$ cat config.mk
export PLATFORM = sky130hd
export DESIGN_NAME = fir_sample_feeder
export DESIGN_NICKNAME = d
export VERILOG_FILES = /design/src/rtl/fir_pkg.sv /design/src/rtl/fir_sample_buf.sv /design/src/rtl/fir_sample_feeder.sv
export SDC_FILE = /design/constraint.sdc
export NUM_CORES = 1
export LEC_CHECK = 0
export CAP_MARGIN = 10
export CORE_ASPECT_RATIO = 1.1
export CORE_MARGIN = 2
export CORE_UTILIZATION = 25
export CTS_BUF_LIST = sky130_fd_sc_hd__clkbuf_8
export DETAILED_ROUTE_END_ITERATION = 8
export PLACE_DENSITY = 0.48
export SLEW_MARGIN = 5
export SYNTH_ARGS = -nofsm -noshare
export SYNTH_HDL_FRONTEND = slang
export SYNTH_SLANG_ARGS = --single-unit
$ cat constraint.sdc
create_clock -name clk -period 2.85 [get_ports clk]
set_clock_uncertainty 0.05 [all_clocks]
set_input_delay 0.855 -clock clk [delete_from_list [all_inputs] [get_ports clk]]
set_output_delay 0.855 -clock clk [all_outputs]
set_load 0.05 [all_outputs]
$ cat src/rtl/fir_pkg.sv
// Widths shared by the FIR datapath and its sample feeder, plus the feeder's
// playback state encoding.
package fir_pkg;
  localparam int FIR_IN_W = 8;
  localparam int FIR_Y_W  = 16;

  typedef enum logic [2:0] {
    ST_IDLE,
    ST_SETUP,
    ST_STROBE,
    ST_WAIT,
    ST_DONE
  } feeder_state_e;
endpackage

$ cat src/rtl/fir_sample_buf.sv
// Sample register file for the feeder: tail-append writes, clear, and a
// combinational read port.
module fir_sample_buf
  import fir_pkg::*;
#(
  parameter int DEPTH = 16,
  parameter int IN_W  = FIR_IN_W
) (
  input  logic                     clk,
  input  logic                     rst,
  input  logic                     wr_en,
  input  logic [IN_W-1:0]          wr_data,
  input  logic                     clr,
  input  logic [$clog2(DEPTH)-1:0] rd_ptr,
  output logic [IN_W-1:0]          rd_data,
  output logic [$clog2(DEPTH):0]   count
);
  localparam int AW = $clog2(DEPTH);

  logic [IN_W-1:0] mem [DEPTH];
  logic [AW-1:0]   wr_ptr;
  logic            full;
  logic            we;

  // DEPTH is a power of two, so the count MSB alone marks full
  assign full    = count[AW];
  assign we      = wr_en && !clr && !full;
  assign rd_data = mem[rd_ptr];

  always_ff @(posedge clk) begin
    if (rst) begin
      wr_ptr <= '0;
      count  <= '0;
    end else if (clr) begin
      wr_ptr <= '0;
      count  <= '0;
    end else if (we) begin
      wr_ptr <= wr_ptr + AW'(1);
      count  <= count + (AW+1)'(1);
    end
  end

  always_ff @(posedge clk) begin
    if (we) mem[wr_ptr] <= wr_data;
  end
endmodule

$ cat src/rtl/fir_sample_feeder.sv
// Replays buffered samples into the FIR's in/go port with setup/strobe/settle
// timing and reports the captured y for each sample.
module fir_sample_feeder
  import fir_pkg::*;
#(
  parameter int DEPTH = 16,
  parameter int IN_W  = FIR_IN_W,
  parameter int Y_W   = FIR_Y_W,
  parameter int GAP   = 2
) (
  input  logic                     clk,
  input  logic                     rst,
  input  logic                     wr_en,
  input  logic [IN_W-1:0]          wr_data,
  input  logic                     clr,
  input  logic                     start,
  output logic                     busy,
  output logic                     done,
  output logic [$clog2(DEPTH):0]   count,
  output logic [IN_W-1:0]          fir_in,
  output logic                     fir_go,
  input  logic [Y_W-1:0]           fir_y,
  output logic                     res_valid,
  output logic [Y_W-1:0]           res_data,
  output logic [$clog2(DEPTH)-1:0] res_idx
);
  localparam int AW = $clog2(DEPTH);
  localparam int GW = (GAP > 1) ? $clog2(GAP) : 1;

  feeder_state_e   state, nxt;
  logic [AW-1:0]   rd_ptr;
  logic [AW-1:0]   rd_sel;
  logic [AW:0]     rd_next;
  logic [GW-1:0]   gap_cnt;
  logic [IN_W-1:0] rd_data;
  logic            idle;
  logic            last_wait;

  assign idle      = (state == ST_IDLE);
  assign busy      = !idle;
  assign last_wait = (state == ST_WAIT) && (gap_cnt == '0);
  assign rd_next   = {1'b0, rd_ptr} + (AW+1)'(1);
  // SETUP is entered from IDLE (first sample) or WAIT (next sample)
  assign rd_sel    = (state == ST_WAIT) ? rd_next[AW-1:0] : '0;

  fir_sample_buf #(.DEPTH(DEPTH), .IN_W(IN_W)) u_buf (
    .clk     (clk),
    .rst     (rst),
    .wr_en   (wr_en && idle),
    .wr_data (wr_data),
    .clr     (clr && idle),
    .rd_ptr  (rd_sel),
    .rd_data (rd_data),
    .count   (count)
  );

  always_comb begin
    nxt = state;
    case (state)
      ST_IDLE:   if (start) nxt = (count == '0) ? ST_DONE : ST_SETUP;
      ST_SETUP:  nxt = ST_STROBE;
      ST_STROBE: nxt = ST_WAIT;
      ST_WAIT:   if (gap_cnt == '0) nxt = (rd_next < count) ? ST_SETUP : ST_DONE;
      ST_DONE:   nxt = ST_IDLE;
      default:   nxt = ST_IDLE;
    endcase
  end

  always_ff @(posedge clk) begin
    if (rst) begin
      state     <= ST_IDLE;
      rd_ptr    <= '0;
      gap_cnt   <= '0;
      fir_in    <= '0;
      fir_go    <= 1'b0;
      done      <= 1'b0;
      res_valid <= 1'b0;
      res_data  <= '0;
      res_idx   <= '0;
    end else begin
      state     <= nxt;
      fir_go    <= (nxt == ST_STROBE);
      done      <= (state == ST_DONE);
      res_valid <= last_wait;
      // fir_in only moves on SETUP entry so it is stable a full cycle before go
      if (nxt == ST_SETUP) fir_in <= rd_data;
      if (idle && start) rd_ptr <= '0;
      else if (last_wait && nxt == ST_SETUP) rd_ptr <= rd_next[AW-1:0];
      if (state == ST_STROBE) gap_cnt <= GW'(GAP - 1);
      else if (state == ST_WAIT && gap_cnt != '0) gap_cnt <= gap_cnt - GW'(1);
      if (last_wait) begin
        res_data <= fir_y;
        res_idx  <= rd_ptr;
      end
    end
  end
endmodule

==> out/qor.yml, run 1 <==
layout_worst_path_cycle_share_pct: 94.6
critical_path_required_ns: 1.95
ys_async_sr_fraction_pct: 0
cts_tree: "yes"
grt_usage_pct: 11.9
yosys_warnings: 0
layout.filler_cells: 2849
max_slew_margin_pct: 45.7
route.detailed.drc: 0
placed_cell_area_um2: 8420
setup_tns_ns: 0
drt_iter0_markers: 414
vdd_ir_drop_max_uv: 265
initial_core_util_pct: 25.3
gp_congestion: 0.821
crit_family: "buffers and inverters"
wl_per_cell_um: 17.0
timing.fmax_mhz: 371
netlist.area_leader.share_pct: 53.5
worstMarginPinSlew_ns: 0.811
max_cap_violations: 0
fin_crit_ns: 2.70
p_per_area_nw_per_um2: 513
min_from: "res_data[2]"
grt_max_degree: 26
r2r-start: "rd_ptr[0]"
wirelength_um: 17500
synth.area.top_cells: "edfxtp_1, dfxtp_1, mux2i_1"
crit_buf_inv: 1
antenna_found_initial: 0
slew_viol_final: 0
power_leakage_nw: 2.89
hold_class: "flop to flop"
reg2reg_to: "fir_in[1]"
status: "completed"
worstHoldEndpoint: "res_data[2]"
synth_area_leader_cell: "edfxtp_1"
rsz0062_at_grt: "no"
port_buffers: 65
multi_input_area_um2: 2170
worstHoldPathCells: 2
die_width_um: 166
die_y_um: 182
ant_nets: 0
yosysUniqueCellTypes: 51
synth-edff-count: 128
cts.clk_slew.worst_paths_ns: 0.10
start_kind: "flop"
final-setup-viol-count: 0
num_vias: 4581
worst-r2r-setup-slack_ns: 0.25
worstPathCellList: "clkdlybuf4s50_1"
rows: 65
grt_pass1_vias: 4677
clock-sinks: 176
via_per_inst: 4.46
io_pins: 66
final_cell_area_um2: 8780
slowest_delay_ns: 0.86
synthToLayoutAreaGrowth_pct: 22.1
yosysSeqAreaShare_pct: 66.8
ys_seq_elements: 176
synth_nets: 590
drive_gt1_share_pct: 12.5
clock_latency_ns: 0.46
cts_buffers: 17
synth_cells: 550
fin_cells: 1026
nets: 685
placedCellCount: 993
grt_pass1_wl_um: 27000
avgSynthCellArea_um2: 13.1
hold_viol_final: 0
yosys_most_used_dff: "edfxtp_1"
reg2reg_depth: 10
hpwl_um: 12200
path_max_fanout: 6
arrival_ns: 1.79
synth_area_um2: 7190
crit_path_end_kind: "primary output"
die-area_um2: 30100
coreArea_um2: 28500
drtPass1Iterations: 5
register_area_um2: 4800
clk_path_buf_depth: 2
worstSetupPathType: "flop to primary output"
overflow: 0
cts_root_buffer: "clkbuf_8"
h-tree-depth: 4
slowest_stage: "clkdlybuf4s50_1"
antenna_cells: 0
-- synth_stat cells, types with 9 or more instances --
library cell / number
a21oi_1: 26
inv_1: 10
clkbuf_1: 13
nand3_1: 10
o21ai_0: 9
nor3_1: 12
nor2_1: 44
ha_1: 11
nand2_1: 91
nand4_1: 12
dfxtp_1: 48
mux2i_1: 35
edfxtp_1: 128
-- routing by layer --
metal / GRT usage [%] / part of all wire, % / up-vias
met5: 0 / 0 / -
met4: 4.87 / 2.6 / 0
met3: 2.90 / 3.5 / 19
met2: 20.4 / 50 / 93
met1: 14.2 / 44 / 2262
li1: - / - / 2207
-- power by group --
part	total [mW]	leakage (nW)	switching, mW	internal [mW]
logic	0.207	1.19	0.126	0.0809
registers	2.77	1.54	0.0133	2.76
clock network	1.52	0.158	0.917	0.607
-- through the flow --
step | power, mW | util [%] | worst slack [ns] | hold slack (ns)
CTS | 4.56 | 30.8 | 0.104 | 0.413
global placement | 3.03 | 29.6 | 0.171 | 0.392
global route | 4.69 | 30.8 | 0.0617 | 0.440
detailed placement | 3.04 | 29.6 | 0.119 | 0.399
finish | 4.50 | 30.8 | 0.155 | 0.409
floorplan | 2.92 | - | 0.218 | 0.411
-- registers in the layout, indices dropped and copies added, names as in the netlist --
name,cells
fir_go,1
gap_cnt,1
res_idx,4
state,3
done,1
rd_ptr,4
u_buf.wr_ptr,4
u_buf.mem,128
fir_in,8
u_buf.count,5
res_data,16
res_valid,1
-- worst max-delay path by stage --
stage	to	cells after the start	start
after floorplan	u_buf.mem[0][0]	7	state[2]
after global placement	fir_in[0]	7	start
after detailed placement	fir_in[1]	7	start
after CTS	count[0]	1	u_buf.count[0]
after global routing	rd_ptr[3]	10	rd_ptr[1]
final	count[0]	1	u_buf.count[0]
-- area by class of cell --
| cell class | instances | share of cell area, % |
|---|---|---|
| clock buffer | 17 | 2.67 |
| multi-input combinational | 333 | 24.7 |
| timing repair buffer | 105 | 10.8 |
| sequential | 176 | 54.7 |
| tap | 368 | 5.25 |
| inverter | 12 | 0.513 |
| clock inverter | 15 | 1.28 |
-- kinds of logic (layout without fill, tap and decap cells) --
logic type | Yosys count | count (layout) | share of synthesized area [%]
xor+xnor | 11 | 11 | 1.34
buf+inv | 41 | 149 | 2.99
simple gates | 199 | 199 | 12.8
compound gates | 67 | 67 | 6.09
fa+ha+maj | 11 | 11 | 1.91
mux | 45 | 45 | 8.06
flops | 176 | 176 | 66.8
-- cell usage in the layout (no fill, tap or decap), types with 11 or more instances in the layout --
| cell | instances |
|---|---|
| nor2_1 | 44 |
| clkdlybuf4s50_1 | 64 |
| edfxtp_1 | 128 |
| ha_1 | 11 |
| buf_4 | 40 |
| nor3_1 | 12 |
| nand4_1 | 12 |
| a21oi_1 | 26 |
| mux2i_1 | 35 |
| nand2_1 | 91 |
| clkbuf_8 | 17 |
| dfxtp_1 | 48 |
-- repair_timing --
item	4_1_cts	5_1_grt
resized for setup	1	1
endpoints found under the setup margin	1	5
pin swaps	0	1
hold buffers	0	0
buffers inserted	0	1
Note: power is estimated with default switching activity, not from simulation.
==> run 2: changes to the inputs <==
CORE_MARGIN = 3   (was 2)
==> run 2 against run 1 <==
  * Combinational power is 3% higher
  * Critical path depth is the same
  * Clock power grew 12%
  * Critical endpoint unchanged
  * Largest power group unchanged
==> out/qor.yml, run 2 (synthesis gave the netlist of run 1 again) <==
status: "completed"
slew_viol_final: 0  # unchanged
layout.filler_cells: 2818  # -1.1%
grt_pass1_wl_um: 26700  # -1.3%
initial_core_util_pct: 25.6  # +0.39 points
max_slew_margin_pct: 51.6  # +5.9 points
antenna_cells: 0  # unchanged
hold_class: "flop to flop"
h-tree-depth: 4  # unchanged
register_area_um2: 4800  # unchanged
hpwl_um: 12000  # -1.0%
start_kind: "flop"
setup_tns_ns: 0  # unchanged
cts_root_buffer: "clkbuf_8"
rows: 64  # -1.5%
drtPass1Iterations: 4  # -1
die-area_um2: 30800  # +2.3%
coreArea_um2: 28000  # -1.5%
reg_top3: "u_buf.mem x128, res_data x16, fir_in x8"
regMostFlops: "u_buf.mem"
worstHoldEndpoint: "res_idx[2]"
hold_viol_final: 0  # unchanged
r2r-start: "rd_ptr[0]"
total_power_mw: 4.68  # +4.0%
gp_congestion: 0.792  # -3.5%
nets: 687  # +0.29%
clock_latency_ns: 0.46  # about the same
grt_max_degree: 27  # +3.8%
timing.fmax_mhz: 375  # +1.2%
utilization_pct: 31.5  # +0.70 points
top_layer: "met4"
clock-sinks: 176  # unchanged
grt_usage_pct: 11.3  # -0.53 points
via_per_inst: 4.38  # -1.9%
slowest_stage: "clkdlybuf4s50_1"
crit_path_end_kind: "primary output"
vdd_ir_drop_max_uv: 246  # -7.2%
min_from: "res_idx[2]"
worst-r2r-setup-slack_ns: 0.26  # about the same
final_common_cell: "edfxtp_1"
largest_reg_flops: 128  # unchanged
cts_buffers: 17  # unchanged
pre_cts_slack_ns: 0.0805  # -0.0383 ns
worstHoldPathCells: 2  # unchanged
cts_tree: "yes"
ant_nets: 0  # unchanged
final-setup-viol-count: 0  # unchanged
clk_path_buf_depth: 2  # unchanged
drive_gt1_share_pct: 12.7  # +0.27 points
post_cts_buffers: 0  # unchanged
grt_pass1_vias: 4551  # -2.7%
critical_path_required_ns: 1.95  # about the same
reg2reg_to: "fir_in[6]"
p_per_area_nw_per_um2: 529  # +3.3%
worstSetupPathType: "flop to primary output"
worstPathCellList: "clkdlybuf4s50_1"
port_buffers: 65  # unchanged
fin_crit_ns: 2.66  # -0.0310 ns
worstMarginPinSlew_ns: 0.723  # -0.0883 ns
die_width_um: 168  # +1.2%
wl_per_cell_um: 16.9  # -0.75%
antenna_found_initial: 0  # unchanged
final_cell_area_um2: 8840  # +0.68%
max_cap_violations: 0  # unchanged
final_cell_mix: "edfxtp_1, nand2_1, clkdlybuf4s50_1"
wirelength_um: 17300  # -1.0%
overflow: 0  # unchanged
num_vias: 4481  # -2.2%
arrival_ns: 1.76  # -0.03 ns
wl_met1_um: 7860  # +2.5%
reg2reg_depth: 10  # unchanged
drt_iter0_markers: 330  # -20%
die_y_um: 184  # +1.1%
placed_cell_area_um2: 8440  # +0.19%
cts_hold_buf: 0  # unchanged
route.detailed.drc: 0  # unchanged
wl_met2_um: 8550  # -2.2%
path_max_fanout: 6  # unchanged
power_leakage_nw: 2.95  # +1.9%
crit_family: "buffers and inverters"
multi_input_area_um2: 2180  # +0.23%
layout_worst_path_cycle_share_pct: 93.5  # -1.1 points
io_pins: 66  # unchanged
crit_buf_inv: 1  # unchanged
cts.clk_slew.worst_paths_ns: 0.09  # about the same
synthToLayoutAreaGrowth_pct: 23.0
wl_met3_um: 656  # +7.4%
rsz0062_at_grt: "no"
slowest_delay_ns: 0.85  # about the same
setup_ws_ns: 0.185  # +0.0310 ns
-- run 2: cell types whose count changed in the layout (fill, tap and decap cells not counted), sizes merged --
cell,change
buf,+2
inv,+3
clkinvlp,-4
bufinv,+2
clkinv,-1
-- run 2: where the power goes --
part	total [mW]	leakage (nW)	switching, mW	internal (mW)
combinational	0.213	1.21	0.129	0.0843
clock	1.70	0.200	0.909	0.790
sequential	2.77	1.54	0.0107	2.76
total	4.68	2.95	1.05	3.63
-- run 2: how the worst max path moves through the flow --
stage	end	cells past startpoint	start	slack [ns]
floorplan	u_buf.mem[0][0]	7	state[2]	0.22
global placement	fir_in[6]	7	start	0.14
detailed placement	fir_in[1]	7	start	0.08
CTS	count[0]	1	u_buf.count[0]	0.12
global route	fir_in[3]	10	rd_ptr[0]	0.04
finish	count[0]	1	u_buf.count[0]	0.19
-- run 2: repair_timing --
action                                  4_1_cts  5_1_grt
pin swaps                                     0        0
resized for setup                             1        1
endpoints found under the setup margin        1        4
-- run 2: cell type report --
cell class              instances  share of cell area [%]
clock buffers                  17                    2.65
clock inverters                15                    1.80
inverters                      12                   0.510
multi-input cells             333                    24.6
flip-flops and latches        176                    54.4
well taps                     363                    5.14
repair buffers                107                    10.9
-- run 2: through the flow --
stage               instances  hold WS, ns
floorplan                 550        0.411
global placement          991        0.395
detailed placement        991        0.396
CTS                      1023        0.410
global route             1023        0.427
finish                   1023        0.405
-- run 2: layer usage --
layer | vias up | track usage, %
met5 | - | 0
li1 | 2216 | -
met1 | 2167 | 14.4
met4 | 0 | 4.19
met3 | 13 | 2.60
met2 | 85 | 18.9
==> run 3: changes to the inputs <==
clock period = 3.35 ns   (was 2.85 ns; I/O delays follow)
==> run 3 against run 2 <==
  * Flip-flop and latch count did not move
  * Register-to-register slack improved by 0.14 ns
  * Routed wire length rose by 0.68%
  * First-iteration DRC count fell by 3.3%
==> out/qor.yml, run 3 (synthesis gave the netlist of run 1 again) <==
antenna_found_initial: 0  # unchanged
pwr-share-clk_pct: 35.6  # -0.7 points
arrival_ns: 1.99  # +0.23 ns
power_frac_seq_pct: 60.1  # +1.0 points
crit_path_end_kind: "primary output"
fin_crit_ns: 3.04
p_sw_share_pct: 23.2  # +0.81 points
drt_iter0_markers: 319  # -3.3%
clock-sinks: 176  # unchanged
final-setup-viol-count: 0  # unchanged
clk_path_buf_depth: 2  # unchanged
final_common_cell: "edfxtp_1"
cts_buffers: 17  # unchanged
die_width_um: 168  # unchanged
worst-r2r-setup-slack_ns: 0.40  # +0.14 ns
largest_reg_flops: 128  # unchanged
switchingPower_mw: 0.911  # -13%
wirelength_um: 17400  # +0.68%
h-tree-depth: 4  # unchanged
grt_usage_pct: 11.4  # +0.028 points
clock_latency_ns: 0.46  # about the same
max_slew_margin_pct: 44.8  # -6.9 points
cts_tree: "yes"
die_y_um: 184  # unchanged
hold_viol_final: 0  # unchanged
rsz0062_at_grt: "no"
timing.fmax_mhz: 328
cts.clk_slew.worst_paths_ns: 0.09  # about the same
rows: 64  # unchanged
die-area_um2: 30800  # unchanged
io_pins: 66  # unchanged
cts_resized: 0  # -1
route.detailed.drc: 0  # unchanged
initial_core_util_pct: 25.6  # unchanged
start_kind: "flop"
p_int_mw: 3.01  # -17%
pre_cts_slack_ns: 0.384  # +0.303 ns
grt_pass1_wl_um: 26700  # +0.15%
setup_ws_ns: 0.305  # +0.120 ns
setup_tns_ns: 0  # unchanged
power_leakage_nw: 2.87  # -2.4%
reg2reg_depth: 11  # +1
max_cap_violations: 0  # unchanged
via_per_inst: 4.44  # +1.4%
path_max_fanout: 10  # +4
cts_hold_buf: 0  # unchanged
drtPass1Iterations: 4  # unchanged
wl_per_cell_um: 17.2  # +2.0%
hold_class: "flop to flop"
reg2reg_to: "fir_in[1]"
cts_root_buffer: "clkbuf_8"
port_buffers: 65  # unchanged
coreArea_um2: 28000  # unchanged
grt_max_degree: 28  # +3.7%
synthToLayoutAreaGrowth_pct: 21.2
vdd_ir_drop_max_uv: 201  # -18%
critical_path_required_ns: 2.29  # +0.34 ns
antenna_cells: 0  # unchanged
layout_worst_path_cycle_share_pct: 90.9
nets: 674  # -1.9%
placedCellCount: 978  # -1.3%
worstMarginPinSlew_ns: 0.826  # +0.103 ns
min_from: "res_data[2]"
fin_cells: 1010  # -1.3%
overflow: 0  # unchanged
worstHoldPathCells: 2  # unchanged
comb_power_share_pct: 4.3  # -0.3 points
r2r-start: "rd_ptr[0]"
num_vias: 4486  # +0.11%
gp_congestion: 0.770  # -2.8%
ant_nets: 0  # unchanged
final_cell_mix: "edfxtp_1, nand2_1, clkdlybuf4s50_1"
drive_gt1_share_pct: 10.8  # -1.9 points
hpwl_um: 12200  # +1.2%
slew_viol_final: 0  # unchanged
reg_top3: "u_buf.mem x128, res_data x16, fir_in x8"
p_per_area_nw_per_um2: 450  # -15%
worstHoldEndpoint: "res_data[2]"
status: "completed"
grt_pass1_vias: 4601  # +1.1%
worstSetupPathType: "flop to primary output"
regMostFlops: "u_buf.mem"
post_cts_buffers: 0  # unchanged
[run 3: cell types whose count changed in the layout (fill, tap and decap cells not counted), sizes merged]
| cell | before | now |
|---|---|---|
| buf | 42 | 29 |
| bufinv | 2 | 1 |
| clkdlybuf4s50 | 64 | 65 |
| clkinvlp | 2 | 1 |
| dlygate4sd2 | 1 | 0 |
| inv | 17 | 19 |
[run 3: worst max-delay path, stage by stage, from the launching register on]
cell and delay, ns:
dfxtp_1 0.52, nor3_2 0.12, inv_1 0.10, clkdlybuf4s50_1 0.81
[run 3: worst max path at each step]
stage,start,depth (start not counted),slack (ns),end
final,state[2],3,0.31,busy
after global placement,start,7,0.48,fir_in[0]
after global routing,rd_ptr[0],11,0.11,fir_in[1]
after detailed placement,start,7,0.38,fir_in[1]
after floorplan,clr,4,0.62,u_buf.mem[0][0]
after CTS,state[2],3,0.26,busy
[run 3: final cells by class]
cell class	instances	area, um^2
Clock buffer	17	234
Clock inverter	15	135
Fill cell	2790	19300
Inverter	12	45.0
Multi-Input combinational cell	333	2170
Sequential cell	176	4800
Tap cell	363	454
Timing Repair Buffer	94	868
[run 3: through the flow]
step	power [mW]	utilization, %	cell area (um^2)	hold slack [ns]
floorplan	2.48	-	7190	0.411
global route	4.08	31.1	8710	0.427
finish	3.92	31.1	8710	0.410
global placement	2.58	29.8	8340	0.392
detailed placement	2.58	29.8	8340	0.397
CTS	3.98	31.1	8710	0.411
[run 3: routing by layer]
layer | global-route usage, % | vias to the layer above | wire length [um]
met5 | 0 | - | 0
met4 | 4.29 | 0 | 216
met3 | 2.17 | 10 | 742
met2 | 18.5 | 95 | 8320
met1 | 15.1 | 2197 | 8140
li1 | - | 2184 | -
[run 3: power by group through the flow]
| stage | clock network [mW] | registers (mW) | logic, mW |
|---|---|---|---|
| 4_1_cts | 1.45 | 2.36 | 0.173 |
| 6_report | 1.39 | 2.36 | 0.170 |
| 2_1_floorplan | 0 | 2.42 | 0.0637 |
| 3_3_place_gp | 0 | 2.41 | 0.170 |
| 3_5_place_dp | 0 | 2.41 | 0.172 |
| 5_1_grt | 1.53 | 2.36 | 0.185 |
